**src/rtl/pipe_trace_buffer.sv**
```systemverilog
// pipe_trace_buffer: ring buffer of {seq, pc, instr} retire records with trigger freeze and valid/ready drain
module pipe_trace_buffer #(
  parameter int XLEN     = 32,
  parameter int DEPTH    = 16,
  parameter int AW       = 4,
  parameter int SEQ_W    = 16,
  parameter bit WRAP     = 1'b1,
  parameter int POST_CNT = 4
) (
  input  logic             clk,
  input  logic             rst,
  input  logic             clear,
  input  logic             cap_en,
  input  logic             cap_valid,
  input  logic [XLEN-1:0]  cap_pc,
  input  logic [31:0]      cap_instr,
  input  logic             trig,
  input  logic             rd_ready,
  output logic             rd_valid,
  output logic [SEQ_W-1:0] rd_seq,
  output logic [XLEN-1:0]  rd_pc,
  output logic [31:0]      rd_instr,
  output logic [AW:0]      count,
  output logic             overflow,
  output logic             frozen
);
  typedef enum logic [1:0] {ARMED, POST, FROZEN} state_t;
  localparam logic [AW:0] FULL      = (AW+1)'(DEPTH);
  localparam logic [AW:0] POST_INIT = (AW+1)'(POST_CNT);
  state_t             state_q, state_d;
  logic [AW-1:0]      wr_ptr_q, wr_ptr_d, rd_ptr_q, rd_ptr_d;
  logic [AW:0]        count_q, count_d, post_q, post_d;
  logic [SEQ_W-1:0]   seq_q, seq_d;
  logic               ovf_q, ovf_d, frozen_q, frozen_d;
  logic               offer, trig0, take, full, pop, we;
  logic [SEQ_W+XLEN+31:0] mem [DEPTH];
  assign offer    = cap_en & cap_valid & (state_q != FROZEN);
  // a trigger with no post window freezes immediately and swallows the same-cycle offer
  assign trig0    = (state_q == ARMED) & trig & (POST_INIT == '0);
  assign take     = offer & ~trig0;
  assign full     = count_q == FULL;
  assign rd_valid = count_q != '0;
  assign pop      = rd_valid & rd_ready;
  assign we       = take & (~full | WRAP | pop);
  assign count    = count_q;
  assign overflow = ovf_q;
  assign frozen   = frozen_q;
  assign {rd_seq, rd_pc, rd_instr} = rd_valid ? mem[rd_ptr_q] : '0;
  // next-state for pointers, occupancy, sequence, overflow and trigger FSM
  always_comb begin
    state_d  = state_q;
    wr_ptr_d = wr_ptr_q;
    rd_ptr_d = rd_ptr_q;
    count_d  = count_q;
    post_d   = post_q;
    seq_d    = seq_q;
    ovf_d    = ovf_q;
    if (clear) begin
      state_d  = ARMED;
      wr_ptr_d = '0;
      rd_ptr_d = '0;
      count_d  = '0;
      post_d   = '0;
      seq_d    = '0;
      ovf_d    = 1'b0;
    end else begin
      seq_d    = take ? seq_q + 1'b1 : seq_q;
      wr_ptr_d = we ? wr_ptr_q + 1'b1 : wr_ptr_q;
      rd_ptr_d = (pop | (take & full & WRAP)) ? rd_ptr_q + 1'b1 : rd_ptr_q;
      count_d  = (we & ~full & ~pop) ? count_q + 1'b1 : (~we & pop) ? count_q - 1'b1 : count_q;
      ovf_d    = ovf_q | (take & full & (WRAP | ~pop));
      if (state_q == ARMED && trig) begin
        state_d = trig0 ? FROZEN : POST;
        post_d  = POST_INIT;
      end else if (state_q == POST && take) begin
        post_d  = post_q - 1'b1;
        state_d = (post_q == (AW+1)'(1)) ? FROZEN : POST;
      end
    end
  end
  assign frozen_d = state_d == FROZEN;
  // control state with asynchronous reset
  always_ff @(posedge clk or posedge rst) begin
    if (rst) begin
      state_q  <= ARMED;
      wr_ptr_q <= '0;
      rd_ptr_q <= '0;
      count_q  <= '0;
      post_q   <= '0;
      seq_q    <= '0;
      ovf_q    <= 1'b0;
      frozen_q <= 1'b0;
    end else begin
      state_q  <= state_d;
      wr_ptr_q <= wr_ptr_d;
      rd_ptr_q <= rd_ptr_d;
      count_q  <= count_d;
      post_q   <= post_d;
      seq_q    <= seq_d;
      ovf_q    <= ovf_d;
      frozen_q <= frozen_d;
    end
  end
  // trace storage, not reset; validity is tracked by count
  always_ff @(posedge clk) begin
    if (we && !clear) mem[wr_ptr_q] <= {seq_q, cap_pc, cap_instr};
  end
endmodule

```
**config.mk**
```make
export PLATFORM = sky130hd
export DESIGN_NAME = pipe_trace_buffer
export DESIGN_NICKNAME = d
export VERILOG_FILES = /design/src/rtl/pipe_trace_buffer.sv
export SDC_FILE = /design/constraint.sdc
export NUM_CORES = 1
export LEC_CHECK = 0
export ABC_CLOCK_PERIOD_IN_PS = 7300
export CAP_MARGIN = 20
export CORE_ASPECT_RATIO = 0.6
export CORE_MARGIN = 2
export CORE_UTILIZATION = 55
export DETAILED_ROUTE_END_ITERATION = 8
export PLACE_DENSITY = 0.73
export SLEW_MARGIN = 20
export SYNTH_ARGS = -nofsm -noshare
export SYNTH_HDL_FRONTEND = slang
export SYNTH_SLANG_ARGS = --single-unit
```
**constraint.sdc**
```tcl
create_clock -name clk -period 7.3 [get_ports clk]
set_clock_uncertainty 0.1 [all_clocks]
set_input_delay 0.73 -clock clk [delete_from_list [all_inputs] [get_ports clk]]
set_output_delay 0.73 -clock clk [all_outputs]
set_load 0.01 [all_outputs]
```
==> results.json <==
{
  "maxSlewViolCount": 0,
  "cp_top_family": "simple AND/OR/NAND/NOR gates",
  "grt_pass1_wl_microns": 162000,
  "first_pass_iters": 5,
  "die_area_sq_um": 94400,
  "start_util_pct": 55.3,
  "io_pins": 159,
  "crit_fanout": 55,
  "io_buffer_count": 158,
  "die_h_microns": 239,
  "area_growth_pct": 13.9,
  "synth-seq-area-share_pct": 77.9,
  "pwr_density_cell_nw_per_um2": 312,
  "synth_seq_cells": 1318,
  "cts_tree": "built",
  "netlist_instances": 2203,
  "synth_edf_count": 1280,
  "fin_util_pct": 62.9,
  "ys_async_sr_fraction_pct": 2.88,
  "worstMarginPinSlew_ps": 1090,
  "drt_iter0_markers": 2486,
  "critPathCaptureType": "output pin",
  "place_inst": 3518,
  "clk_latency_ps": 720,
  "wirelength_microns": 109000,
  "hold_path_class": "in2async",
  "syn_area_per_cell_sq_um": 22.9,
  "final_antenna_net_count": 0,
  "grtUsageTotal_pct": 23.5,
  "ys.flop_type": "edfxtp_1",
  "synth_top_area_share_pct": 76.0,
  "path_clk_slew_ps": 70,
  "h-tree-depth": 3,
  "grt_max_degree": 114,
  "rows": 86,
  "coreArea_sq_um": 91500,
  "ctsResizeCount": 0,
  "fin_setup_tns_ps": 0,
  "final-setup-viol-count": 0,
  "synthTopCellsByArea": "edfxtp_1 (76%), mux4_2 (14%), mux2i_1 (3.2%), dfrtp_1 (1.9%), o22ai_1 (0.99%)",
  "dp_hpwl_microns": 54000,
  "antenna_found_initial": 6,
  "cts_buffers": 113,
  "die_w_microns": 395,
  "synth_cell_type_count": 49,
  "power.leakage_uw": 0.0173,
  "rsz0062_at_grt": "false",
  "startpoint_type": "flop",
  "cap_violations": 0,
  "critPathKind": "reg2out",
  "drc_errors": 0,
  "numClockSinks": 1318,
  "drive_gt1_share_pct": 22.4,
  "hold_violations": 0,
  "globalplace.congestion": 0.740,
  "yosysTopAreaCell": "edfxtp_1",
  "via_count": 23600,
  "min_period_ps": 5360,
  "syn-cell-area_sq_um": 50500,
  "viasPerCell": 6.33,
  "clockBufferDepth": 3,
  "worst_ep_arrival_time_ps": 4530,
  "status": "completed",
  "routedWlPerCell_microns": 29.2,
  "worstPathRequired_ps": 6470,
  "yosysWarnings": 0,
  "crit_path_max_incr_delay_ps": 800,
  "relSlewSlack_pct": 27.3,
  "path_cells": "or4_1 -> nor2_8 -> inv_2 -> nand2b_4 -> buf_4 -> o22ai_1 -> clkdlybuf4s50_1",
  "fin_crit_sh_pct": 73.4,
  "first_global_vias": 24300,
  "timing.hold.ws_ps": 339,
  "fmax_mhz": 187,
  "ir_worst_vdd_v": 0.000263,
  "fin_cells": 3733,
  "syn_nets": 2287,
  "grt-ovfl-total": 0,
  "p_total_uw": 18000,
  "cp.buffers_inverters": 3,
  "crit_slowest_cell": "nand2b_4",
  "post_cts_buffers": 0,
  "postCtsHoldBufs": 0,
  "final_nets": 2485,
  "root_buffer": "clkbuf_16"
}
==> synthesized netlist by cell type, drive strengths merged, types with 3 or more instances <==
library cell,count
mux2i,162
or3,6
nor4,5
o21ai,5
and4,4
buf,79
a31oi,4
mux4,320
nor2b,3
clkbuf,39
xnor2,9
inv,10
o31ai,8
o22ai,80
dfrtp,38
nand4,4
nand2,28
xor2,6
edfxtp,1280
nor2,39
nand3,14
ha,12
or4,8
a21oi,20
==> report_power, final <==
group / internal, uW / leakage [uW] / switching, uW
registers: 8310 / 0.0121 / 115
clock network: 3410 / 0.00184 / 2700
logic: 1740 / 0.00332 / 1700
total: 13500 / 0.0173 / 4510
==> metal layers <==
layer,GRT usage [%],vias up,routed length (microns)
met5,0,-,15
met4,6.07,4,2480
met3,5.13,156,9430
met2,36.4,1109,52000
met1,34.7,12600,45200
li1,-,9769,-
==> cell families after synthesis <==
logic type,after synthesis,share of synthesized area [%]
mux,484,17.5
fa+ha+maj,13,0.337
simple gates,120,1.21
flops,1318,77.9
compound gates,125,1.57
buf+inv,128,1.15
xor+xnor,15,0.260
==> per-stage QoR <==
stage	instance area, sq um	setup WS [ps]
2_1_floorplan	50500	1800
3_3_place_gp	53700	2650
3_5_place_dp	53800	2650
4_1_cts	57500	1830
5_1_grt	57600	1680
6_report	57600	1940
==> flip-flops by register name (all words and copies together) (netlist names) <==
| signal | cells |
|---|---|
| post_q | 5 |
| rd_ptr_q | 4 |
| count | 5 |
| frozen | 1 |
| overflow | 1 |
| seq_q | 16 |
| mem | 1280 |
| state_q | 2 |
| wr_ptr_q | 4 |
==> layout by cell type, fill, tap and decap left out, types with 5 or more instances in the layout <==
| master | Yosys | routed |
|---|---|---|
| ha_1 | 12 | 12 |
| nor4_1 | 5 | 5 |
| a21oi_1 | 20 | 20 |
| clkinv_1 | 0 | 26 |
| bufinv_16 | 0 | 14 |
| xor2_1 | 6 | 6 |
| clkinv_2 | 0 | 19 |
| xnor2_1 | 9 | 9 |
| buf_4 | 9 | 30 |
| edfxtp_1 | 1280 | 1280 |
| clkdlybuf4s50_1 | 0 | 158 |
| inv_1 | 9 | 9 |
| buf_12 | 0 | 12 |
| or3_1 | 6 | 6 |
| clkbuf_1 | 39 | 19 |
| or4_1 | 8 | 8 |
| dfrtp_1 | 38 | 35 |
| o22ai_1 | 80 | 80 |
| mux2i_1 | 161 | 161 |
| clkbuf_16 | 0 | 114 |
| clkinvlp_4 | 0 | 7 |
| nor2_4 | 0 | 16 |
| o31ai_1 | 7 | 7 |
| nand2_1 | 28 | 27 |
| nor2_1 | 38 | 22 |
| o21ai_0 | 5 | 5 |
| nand3_1 | 14 | 14 |
| mux4_2 | 320 | 320 |
==> worst paths after layout <==
kind	startpoint	to	slack, ps	cells after the start
setup / recovery	count[0]$_DFFE_PP0P_	rd_instr[25]	1940	7
hold / removal	rst	count[0]$_DFFE_PP0P_	340	3
setup reg to reg	state_q[0]$_DFF_PP0_	mem[7][10]$_DFFE_PP_	3880	4
hold reg to reg	overflow$_DFF_PP0_	overflow$_DFF_PP0_	450	2
max in group asynchronous	rst	rd_ptr_q[0]$_DFFE_PP0P_	6370	3
min in group clk	overflow$_DFF_PP0_	overflow$_DFF_PP0_	450	2
==> cell type report <==
type,instances,area (sq um)
fill,5945,33900
sequential,1318,39400
inverter,10,37.5
multi-input combinational,757,10700
tap,1232,1540
clock inverter,77,823
timing repair buffer,201,2060
clock buffer,136,2970
antenna,2,5.00
==> worst min-delay path, delay by kind of cell <==
kind                   cells  cell delay (ps)
buffers and inverters      3              870
Note: power is estimated with default switching activity, not from simulation.
